===== config.mk =====
export PLATFORM = sky130hd
export DESIGN_NAME = fetch_unit_flat
export DESIGN_NICKNAME = d
export VERILOG_FILES = /design/src/rtl/fetch_pkg.sv /design/src/rtl/fetch_unit_if.sv /design/src/rtl/next_pc_sel.sv /design/src/rtl/fetch_unit.sv /design/src/flat_wrapper.sv
export SDC_FILE = /design/constraint.sdc
export NUM_CORES = 1
export LEC_CHECK = 0
export CORE_UTILIZATION = 55
export CTS_BUF_LIST = sky130_fd_sc_hd__clkbuf_16
export CTS_CLUSTER_DIAMETER = 50
export DETAILED_ROUTE_END_ITERATION = 10
export PLACE_DENSITY = 0.88
export RECOVER_POWER = 50
export REMOVE_ABC_BUFFERS = 1
export SYNTH_ARGS = -nofsm -noshare
export SYNTH_HDL_FRONTEND = slang
export SYNTH_HIERARCHICAL = 1
export SYNTH_SLANG_ARGS = --single-unit

===== constraint.sdc =====
create_clock -name clk -period 4.6 [get_ports clk]
set_clock_uncertainty 0.15 [all_clocks]
set_input_delay 0.92 -clock clk [delete_from_list [all_inputs] [get_ports clk]]
set_output_delay 0.92 -clock clk [all_outputs]
set_load 0.02 [all_outputs]

===== src/rtl/fetch_pkg.sv =====
// Shared definitions for the instruction-fetch stage: FSM encoding and default widths.
package fetch_pkg;

    localparam int unsigned PC_W_DEF    = 30;
    localparam int unsigned INSTR_W_DEF = 32;

    typedef enum logic [1:0] {
        ST_IDLE = 2'd0,
        ST_WAIT = 2'd1,
        ST_DROP = 2'd2
    } fetch_state_e;

endpackage


===== src/rtl/fetch_unit_if.sv =====
// Handshake bundles of the fetch stage: instruction-memory request/response and decode output.
interface fetch_imem_if
    import fetch_pkg::*;
#(
    parameter int unsigned PC_W    = PC_W_DEF,
    parameter int unsigned INSTR_W = INSTR_W_DEF
);
    logic               req_valid;
    logic               req_ready;
    logic [PC_W+1:0]    req_addr;
    logic               rsp_valid;
    logic [INSTR_W-1:0] rsp_instr;

    modport master (
        output req_valid,
        output req_addr,
        input  req_ready,
        input  rsp_valid,
        input  rsp_instr
    );

    modport slave (
        input  req_valid,
        input  req_addr,
        output req_ready,
        output rsp_valid,
        output rsp_instr
    );
endinterface

interface fetch_out_if
    import fetch_pkg::*;
#(
    parameter int unsigned PC_W    = PC_W_DEF,
    parameter int unsigned INSTR_W = INSTR_W_DEF
);
    logic               out_valid;
    logic               out_ready;
    logic [INSTR_W-1:0] out_instr;
    logic [PC_W-1:0]    out_pc;

    modport master (
        output out_valid,
        output out_instr,
        output out_pc,
        input  out_ready
    );

    modport slave (
        input  out_valid,
        input  out_instr,
        input  out_pc,
        output out_ready
    );
endinterface


===== src/rtl/next_pc_sel.sv =====
// Redirect resolution: conditional branch, direct jump and register jump, priority jr > j > branch.
module next_pc_sel
    import fetch_pkg::*;
#(
    parameter int unsigned PC_W = PC_W_DEF
) (
    input  logic            br_eq,
    input  logic            br_ne,
    input  logic            zero,
    input  logic [PC_W-1:0] br_pc,
    input  logic [15:0]     br_imm,
    input  logic            j,
    input  logic [23:0]     j_imm,
    input  logic            jr,
    input  logic [PC_W-1:0] jr_target,
    output logic            redirect,
    output logic [PC_W-1:0] target
);
    logic            take;
    logic [PC_W-1:0] br_target;
    logic [PC_W-1:0] j_target;

    always_comb begin
        take      = (br_eq & zero) | (br_ne & ~zero);
        // Signed size cast sign-extends the word offset before the modulo-2^PC_W add.
        br_target = br_pc + PC_W'(1) + PC_W'($signed(br_imm));
        j_target  = {br_pc[PC_W-1:24], j_imm};
        redirect  = jr | j | take;
        if (jr) begin
            target = jr_target;
        end else if (j) begin
            target = j_target;
        end else begin
            target = br_target;
        end
    end

endmodule


===== src/rtl/fetch_unit.sv =====
// Instruction-fetch stage: one outstanding imem request, in-order fetch queue, redirect flush.
module fetch_unit
    import fetch_pkg::*;
#(
    parameter int unsigned          PC_W     = PC_W_DEF,
    parameter int unsigned          INSTR_W  = INSTR_W_DEF,
    parameter int unsigned          DEPTH    = 2,
    parameter logic [PC_W-1:0]      RESET_PC = '0
) (
    input  logic            clk,
    input  logic            rst,
    fetch_imem_if.master    imem,
    fetch_out_if.master     dec,
    input  logic            br_eq,
    input  logic            br_ne,
    input  logic            zero,
    input  logic [PC_W-1:0] br_pc,
    input  logic [15:0]     br_imm,
    input  logic            j,
    input  logic [23:0]     j_imm,
    input  logic            jr,
    input  logic [PC_W-1:0] jr_target
);
    localparam int unsigned        PTR_W    = $clog2(DEPTH);
    localparam int unsigned        CNT_W    = PTR_W + 1;
    localparam logic [CNT_W-1:0]   FULL_CNT = CNT_W'(DEPTH);

    fetch_state_e       state_q, state_d;
    logic [PC_W-1:0]    fetch_pc_q, fetch_pc_d;
    logic [PC_W-1:0]    req_pc_q, req_pc_d;
    logic [PTR_W-1:0]   head_q, head_d;
    logic [PTR_W-1:0]   tail_q, tail_d;
    logic [CNT_W-1:0]   count_q, count_d;
    logic [INSTR_W-1:0] instr_q [DEPTH];
    logic [INSTR_W-1:0] instr_d [DEPTH];
    logic [PC_W-1:0]    qpc_q   [DEPTH];
    logic [PC_W-1:0]    qpc_d   [DEPTH];

    logic            redirect;
    logic [PC_W-1:0] target;
    logic            req_valid;
    logic            out_valid;
    logic            req_fire;
    logic            push;
    logic            pop;

    next_pc_sel #(
        .PC_W (PC_W)
    ) u_next_pc_sel (
        .br_eq     (br_eq),
        .br_ne     (br_ne),
        .zero      (zero),
        .br_pc     (br_pc),
        .br_imm    (br_imm),
        .j         (j),
        .j_imm     (j_imm),
        .jr        (jr),
        .jr_target (jr_target),
        .redirect  (redirect),
        .target    (target)
    );

    // Gated by rst so no request is presented while reset is held.
    assign req_valid      = rst & (state_q == ST_IDLE) & (count_q < FULL_CNT) & ~redirect;
    assign out_valid      = (count_q != '0);
    assign imem.req_valid = req_valid;
    assign imem.req_addr  = {fetch_pc_q, 2'b00};
    assign dec.out_valid  = out_valid;
    assign dec.out_instr  = instr_q[head_q];
    assign dec.out_pc     = qpc_q[head_q];

    always_comb begin
        state_d    = state_q;
        fetch_pc_d = fetch_pc_q;
        req_pc_d   = req_pc_q;
        head_d     = head_q;
        tail_d     = tail_q;
        count_d    = count_q;
        instr_d    = instr_q;
        qpc_d      = qpc_q;

        req_fire = req_valid & imem.req_ready;
        push     = (state_q == ST_WAIT) & imem.rsp_valid & ~redirect;
        pop      = out_valid & dec.out_ready & ~redirect;

        case (state_q)
            ST_IDLE: begin
                if (req_fire) begin
                    state_d    = ST_WAIT;
                    req_pc_d   = fetch_pc_q;
                    fetch_pc_d = fetch_pc_q + PC_W'(1);
                end
            end
            ST_WAIT: begin
                // A response landing with the redirect is consumed here, so nothing is left to drop.
                if (imem.rsp_valid) begin
                    state_d = ST_IDLE;
                end else if (redirect) begin
                    state_d = ST_DROP;
                end
            end
            ST_DROP: begin
                if (imem.rsp_valid) begin
                    state_d = ST_IDLE;
                end
            end
            default: state_d = ST_IDLE;
        endcase

        if (push) begin
            instr_d[tail_q] = imem.rsp_instr;
            qpc_d[tail_q]   = req_pc_q;
            tail_d          = tail_q + PTR_W'(1);
        end
        if (pop) begin
            head_d = head_q + PTR_W'(1);
        end
        case ({push, pop})
            2'b10:   count_d = count_q + CNT_W'(1);
            2'b01:   count_d = count_q - CNT_W'(1);
            default: count_d = count_q;
        endcase

        if (redirect) begin
            fetch_pc_d = target;
            head_d     = '0;
            tail_d     = '0;
            count_d    = '0;
        end
    end

    always_ff @(posedge clk or negedge rst) begin
        if (!rst) begin
            state_q    <= ST_IDLE;
            fetch_pc_q <= RESET_PC;
            req_pc_q   <= RESET_PC;
            head_q     <= '0;
            tail_q     <= '0;
            count_q    <= '0;
            instr_q    <= '{default: '0};
            qpc_q      <= '{default: '0};
        end else begin
            state_q    <= state_d;
            fetch_pc_q <= fetch_pc_d;
            req_pc_q   <= req_pc_d;
            head_q     <= head_d;
            tail_q     <= tail_d;
            count_q    <= count_d;
            instr_q    <= instr_d;
            qpc_q      <= qpc_d;
        end
    end

endmodule


===== src/flat_wrapper.sv =====
// flat-port wrapper written by rule: the top's interface ports become plain ports
module fetch_unit_flat import fetch_pkg::*;
#(
    parameter int unsigned          PC_W     = PC_W_DEF,
    parameter int unsigned          INSTR_W  = INSTR_W_DEF,
    parameter int unsigned          DEPTH    = 2,
    parameter logic [PC_W-1:0]      RESET_PC = '0
)
  (clk, rst, br_eq, br_ne, zero, br_pc, br_imm, j, j_imm, jr, jr_target, imem_req_valid, imem_req_addr, imem_req_ready, imem_rsp_valid, imem_rsp_instr, dec_out_valid, dec_out_instr, dec_out_pc, dec_out_ready);
  fetch_imem_if #(.PC_W(PC_W), .INSTR_W(INSTR_W)) imem_i ();
  fetch_out_if #(.PC_W(PC_W), .INSTR_W(INSTR_W)) dec_i ();
  input  logic clk;
  input  logic rst;
  input  logic br_eq;
  input  logic br_ne;
  input  logic zero;
  input  logic [PC_W-1:0] br_pc;
  input  logic [15:0] br_imm;
  input  logic j;
  input  logic [23:0] j_imm;
  input  logic jr;
  input  logic [PC_W-1:0] jr_target;
  output wire logic [$bits(imem_i.req_valid)-1:0] imem_req_valid;
  output wire logic [$bits(imem_i.req_addr)-1:0] imem_req_addr;
  input wire logic [$bits(imem_i.req_ready)-1:0] imem_req_ready;
  input wire logic [$bits(imem_i.rsp_valid)-1:0] imem_rsp_valid;
  input wire logic [$bits(imem_i.rsp_instr)-1:0] imem_rsp_instr;
  output wire logic [$bits(dec_i.out_valid)-1:0] dec_out_valid;
  output wire logic [$bits(dec_i.out_instr)-1:0] dec_out_instr;
  output wire logic [$bits(dec_i.out_pc)-1:0] dec_out_pc;
  input wire logic [$bits(dec_i.out_ready)-1:0] dec_out_ready;
  assign imem_req_valid = imem_i.req_valid;
  assign imem_req_addr = imem_i.req_addr;
  assign imem_i.req_ready = imem_req_ready;
  assign imem_i.rsp_valid = imem_rsp_valid;
  assign imem_i.rsp_instr = imem_rsp_instr;
  assign dec_out_valid = dec_i.out_valid;
  assign dec_out_instr = dec_i.out_instr;
  assign dec_out_pc = dec_i.out_pc;
  assign dec_i.out_ready = dec_out_ready;
  fetch_unit #(.PC_W(PC_W), .INSTR_W(INSTR_W), .DEPTH(DEPTH), .RESET_PC(RESET_PC)) u_core (.clk(clk), .rst(rst), .imem(imem_i), .dec(dec_i), .br_eq(br_eq), .br_ne(br_ne), .zero(zero), .br_pc(br_pc), .br_imm(br_imm), .j(j), .j_imm(j_imm), .jr(jr), .jr_target(jr_target));
endmodule

==> results of run 1 <==
[critical path: cells and delay by family]
family / cells / cell delay, ps
buffers and inverters: 2 / 1200
and+or+nand+nor: 3 / 960
muxes: 1 / 210
[sequential cells by signal, indices dropped and copies added, names as in the netlist]
register / flops
u_core/head_q: 1
u_core/qpc_q: 60
u_core/instr_q: 64
u_core/tail_q: 1
u_core/req_pc_q: 30
u_core/fetch_pc_q: 30
u_core/count_q: 2
u_core/state_q: 2
[layout by cell type, fill, tap and decap left out, types with 5 or more instances in the layout]
| cell type | instances |
|---|---|
| nor4_1 | 6 |
| a31o_2 | 5 |
| o22ai_1 | 11 |
| dlygate4sd3_1 | 32 |
| o21a_1 | 12 |
| o211ai_1 | 12 |
| a21o_1 | 9 |
| nand4_1 | 13 |
| inv_1 | 12 |
| ha_1 | 30 |
| buf_4 | 14 |
| mux2_2 | 190 |
| nand2b_1 | 5 |
| mux2i_1 | 7 |
| dfrtp_1 | 189 |
| xor2_1 | 10 |
| nor4b_1 | 5 |
| nand3_1 | 21 |
| and3_1 | 8 |
| nor2_1 | 41 |
| nor3_1 | 10 |
| nor2b_1 | 11 |
| nand2_1 | 175 |
| o21ai_0 | 57 |
| a21oi_1 | 43 |
| clkbuf_16 | 17 |
| o311ai_0 | 11 |
| xnor2_1 | 10 |
| clkdlybuf4s50_1 | 202 |
[worst min path at each step]
stage | startpoint | endpoint | slack, ps | cells past startpoint
3_3_place_gp | u_core/instr_q[0] | u_core/instr_q[0] | 330 | 1
6_report | u_core/qpc_q[16] | u_core/qpc_q[16] | 350 | 1
3_5_place_dp | u_core/qpc_q[19] | u_core/qpc_q[19] | 340 | 1
5_1_grt | u_core/instr_q[1] | u_core/instr_q[1] | 360 | 1
4_1_cts | u_core/qpc_q[21] | u_core/qpc_q[21] | 350 | 1
2_1_floorplan | u_core/req_pc_q[12] | u_core/req_pc_q[12] | 310 | 2
[report_power, final]
| group | internal (uW) | switching (uW) |
|---|---|---|
| sequential | 1800 | 141 |
| combinational | 427 | 479 |
| clock | 767 | 667 |
[cell type report]
class,instances,area share (%)
flip-flops and latches,190,34.2
well taps,260,2.34
clock buffers,17,3.06
clock inverters,15,1.13
repair buffers,253,18.1
inverters,14,0.377
multi-input cells,777,40.9
[metal layers]
metal  global-route usage (%)  wire length [um]  vias up  share of wire (%)
met5                        0                 0        -                  0
met2                     49.2             14200      384                 49
li1                         -                 -     4212                  -
met4                     10.4               724        0                2.5
met3                     4.93              1990       60                6.9
met1                     37.1             11900     4384                 41
[per-stage QoR]
step	worst slack, ps	TNS [ps]	area, um^2
6_report	234	0	13900
3_5_place_dp	294	0	13400
2_1_floorplan	-720	-82400	10500
3_3_place_gp	283	0	13400
5_1_grt	224	0	13900
4_1_cts	287	0	14000
[cell families after synthesis]
kind of cell / Yosys count / share of synthesized area, %
AO/OA/AOI/OAI: 205 / 12.7
XOR/XNOR: 20 / 1.63
adder cells (fa/ha/maj): 31 / 3.68
buffers and inverters: 68 / 2.64
flip-flops: 190 / 44.3
multiplexers: 197 / 20.6
other: 1 / 0.0349
AND/OR/NAND/NOR: 322 / 14.4
==> impl_metrics.json, run 1 <==
{
  "worst_path_max_delay_cell": "clkdlybuf4s50_1",
  "antenna_found_initial": 0,
  "num-fill-cells": 1324,
  "instances_no_fill": 1526,
  "core_um2": 18900,
  "post_drt_wl_per_cell_um": 18.8,
  "dp.cells": 1494,
  "dieArea_um2": 20100,
  "hold_ws_ps": 352,
  "grt_usage_pct": 28.9,
  "ys.flop_type": "dfrtp_1",
  "p_per_area_nw_per_um2": 307,
  "utilization_pct": 73.7,
  "leakagePower_uw": 0.00641,
  "crit-reg2reg-launch": "u_core/state_q[1]",
  "cts-resized-gates": 0,
  "antenna_left": 0,
  "vias": 9040,
  "wl_mm": 28.8,
  "cp_max_fo": 3,
  "grt_max_degree": 192,
  "min_period_ps": 4370,
  "rsz0062_at_grt": "false",
  "yosysTopAreaCellShare_pct": 44.3,
  "fin_crit_sh_pct": 94.9,
  "fp.dieW_um": 142,
  "synth_cells": 1034,
  "path_cells": "dlygate4sd3_1 -> mux2i_1 -> nand2_1 -> or4b_4 -> nor2_1 -> clkdlybuf4s50_1",
  "cts_hold_buf": 0,
  "critPathLaunchType": "input port",
  "drt_iter0_markers": 560,
  "syn2layout_area_growth_pct": 29.8,
  "crit_path_max_incr_delay_ps": 650,
  "maxSlewViolCount": 63,
  "crit_path_end": "imem_req_valid",
  "setup_violations": 0,
  "finalHoldViolCount": 0,
  "multi_input_area_um2": 5690,
  "ys_types": 71,
  "rows": 50,
  "finalPower_uw": 4280,
  "max_freq_mhz": 229,
  "yosysWarnings": 6,
  "failed_checks": "max-capacitance violations, max-slew violations",
  "gp_congestion": 0.929,
  "worstMarginPinSlew_ps": 1680,
  "die_y_um": 142,
  "first_pass_iters": 6,
  "peakVddDrop_v": 0.000275,
  "initial_core_util_pct": 56.8,
  "cp.required_ps": 3530,
  "holdCritPathClass": "flip-flop to flip-flop",
  "cts_tree": "done",
  "path_class": "input port to output pin",
  "antenna_cells": 0,
  "cts.htree.levels": 4,
  "grt_pass1_wl_mm": 45.5,
  "cts_buffers": 17,
  "cts_root_buf": "clkbuf_16",
  "timing.rr.end": "u_core/qpc_q[30]",
  "boundaryPins": 238,
  "grt_pass1_vias": 8861,
  "clk_latency_ps": 420,
  "synthTopCellsByArea": "dfrtp_1 (44%), mux2_2 (20%), nand2_1 (6.2%)",
  "crit_path_end_kind": "output pin",
  "regArea_um2": 4760,
  "path_clk_slew_ps": 70,
  "vias_per_cell": 5.92,
  "fin_nets": 1426,
  "status": "complete, but fails checks",
  "cts_sinks": 190,
  "worst-r2r-cell-count": 5,
  "ys_async_sr_fraction_pct": 100,
  "drc": 0,
  "synth_area_um2": 10700,
  "cts_setup_buffers": 0,
  "slew_headroom_pct": -12.1,
  "drv_cap": 1,
  "seq_area_frac_synth_pct": 44.3,
  "yosysTopAreaCell": "dfrtp_1",
  "startpoint": "zero",
  "ys_seq_elements": 190,
  "cts_buffer_depth": 2,
  "port_buffers": 235,
  "synth_top_cells_by_count": "dfrtp_1 (190), mux2_2 (190), nand2_1 (176), o21ai_0 (57), a21oi_1 (43)",
  "r2r_setup_slack_ps": 1440,
  "syn_avg_cell_area_um2": 10.4,
  "cp.arrival_ps": 3300,
  "grt_overflow": 0,
  "drive_gt1_share_pct": 20.8,
  "synth_edf_count": 0,
  "hpwl_mm": 20.3
}
(Power assumes the default switching activity.)
==> inputs of run 2 (changes only) <==
--- a/config.mk
+++ b/config.mk
@@ -5,6 +5,7 @@
 export SDC_FILE = /design/constraint.sdc
 export NUM_CORES = 1
 export LEC_CHECK = 0
+export CORE_ASPECT_RATIO = 1.5
 export CORE_UTILIZATION = 55
 export CTS_BUF_LIST = sky130_fd_sc_hd__clkbuf_16
 export CTS_CLUSTER_DIAMETER = 50
==> run 2 against run 1 <==
Worst hold slack worse by 4.3 ps. Sequential cell count unchanged. Sequential power about the same. The run still ends with max-capacitance violations, max-slew violations left. Wire length is 1.1% higher. Setup slack lost 28 ps. Global-route usage grew 0.53 points.
==> impl_metrics.json, run 2 (synthesized netlist as in run 1, its figures left out) <==
{
  "cts_sinks": 190,
  "largest_register_ffs": 64,
  "finalHoldViolCount": 0,
  "first_pass_iters": 5,
  "rows": 62,
  "fin_setup_tns_ps": 0,
  "boundaryPins": 238,
  "path_class": "input port to output pin",
  "cts_hold_buf": 0,
  "timing.rr.end": "u_core/fetch_pc_q[5]",
  "post_drt_wl_per_cell_um": 19.0,
  "p_per_area_nw_per_um2": 306,
  "vias": 9025,
  "worst-r2r-cell-count": 5,
  "cts-resized-gates": 0,
  "grt_pass1_vias": 9164,
  "rsz0062_at_grt": "false",
  "cts_buffer_depth": 2,
  "status": "complete, but fails checks",
  "drive_gt1_share_pct": 20.7,
  "crit_path_end_kind": "output pin",
  "fin_crit_sh_pct": 95.5,
  "max_freq_mhz": 228,
  "peakVddDrop_v": 0.000261,
  "p_sw_uw": 1270,
  "antenna_found_initial": 1,
  "crit-reg2reg-launch": "u_core/state_q[1]",
  "grt_usage_pct": 29.4,
  "setup_violations": 0,
  "min_to": "u_core/req_pc_q[6]",
  "pwr-share-seq_pct": 45.8,
  "die_y_um": 173,
  "cp.required_ps": 3530,
  "port_buffers": 235,
  "whs_path_depth": 2,
  "core_um2": 19200,
  "cts_buffers": 17,
  "hpwl_mm": 20.9,
  "vias_per_cell": 5.91,
  "clk_latency_ps": 430,
  "combPwrFrac_pct": 21.1,
  "critPathLaunchType": "input port",
  "switching_share_pct": 29.9,
  "intPower_uw": 2980,
  "slew_headroom_pct": -69.9,
  "hp-start": "u_core/req_pc_q[6]",
  "maxSlewViolCount": 116,
  "gp_congestion": 0.911,
  "cts_root_buf": "clkbuf_16",
  "wl_mm": 29.1,
  "cp_max_fo": 3,
  "cts.htree.levels": 4,
  "fp.dieW_um": 116,
  "cts_tree": "done",
  "fin_nets": 1431,
  "grt_pass1_wl_mm": 46.1,
  "antenna_left": 0,
  "drt_iter0_markers": 768,
  "top_register": "u_core/instr_q",
  "cts_setup_buffers": 0,
  "cp.arrival_ps": 3320,
  "drv_cap": 2,
  "utilization_pct": 72.6,
  "holdCritPathClass": "flip-flop to flip-flop",
  "grt_overflow": 0,
  "power_frac_clock_pct": 33.1,
  "final_cell_mix": "clkdlybuf4s50_1 (202), mux2_2 (190), dfrtp_1 (189)",
  "dieArea_um2": 20100,
  "layout_commonest_cell": "clkdlybuf4s50_1",
  "syn2layout_area_growth_pct": 29.7,
  "r2r_setup_slack_ps": 1550,
  "path_clk_slew_ps": 70,
  "drc": 0,
  "leakagePower_uw": 0.00641,
  "top_regs": "u_core/instr_q x64, u_core/qpc_q x60",
  "initial_core_util_pct": 56.0,
  "worstMarginPinSlew_ps": 2550,
  "min_period_ps": 4390,
  "grt_max_degree": 78,
  "failed_checks": "max-capacitance violations, max-slew violations"
}
run 2: how the worst max path moves through the flow:
stage,startpoint,to,slack (ps),depth (start not counted)
2_1_floorplan,j,u_core/instr_q[32],-720,4
3_3_place_gp,zero,imem_req_valid,280,6
3_5_place_dp,zero,imem_req_valid,290,6
4_1_cts,zero,imem_req_valid,290,6
5_1_grt,zero,imem_req_valid,200,6
6_report,zero,imem_req_valid,210,6
run 2: layout make-up:
| cell class | instances | area (um^2) |
|---|---|---|
| well taps | 256 | 320 |
| inverters | 14 | 52.6 |
| repair buffers | 258 | 2530 |
| multi-input cells | 777 | 5690 |
| clock buffers | 17 | 425 |
| clock inverters | 15 | 134 |
| diodes | 1 | 2.50 |
| flip-flops and latches | 190 | 4760 |
| fillers | 1387 | 5250 |
run 2: layer usage:
layer / vias to the layer above / part of all wire (%) / track usage [%]
met2: 341 / 54 / 53.3
met3: 60 / 5.0 / 4.24
li1: 4223 / - / -
met5: - / 0 / 0
met1: 4401 / 38 / 33.8
met4: 0 / 3.0 / 12.7
run 2: critical path, cell delays in order:
cell	delay (ps)
dlygate4sd3_1	550
mux2i_1	190
nand2_1	160
or4b_4	610
nor2_1	230
clkdlybuf4s50_1	650
run 2: power by group through the flow:
stage          combinational, uW  sequential (uW)  clock [uW]
2_1_floorplan                440             1970           0
3_3_place_gp                 890             1960           0
3_5_place_dp                 904             1970           0
4_1_cts                      914             1940        1430
5_1_grt                      978             1960        1500
6_report                     899             1950        1410
run 2: per-stage QoR:
stage	cell area [um^2]	setup slack [ps]	power, uW	cells	hold WS [ps]
final	13900	206	4250	1528	348
after global routing	13900	199	4440	1528	361
after CTS	13900	286	4290	1527	354
after detailed placement	13400	286	2880	1495	336
after global placement	13400	283	2850	1495	325
after floorplan	10500	-720	2410	981	309
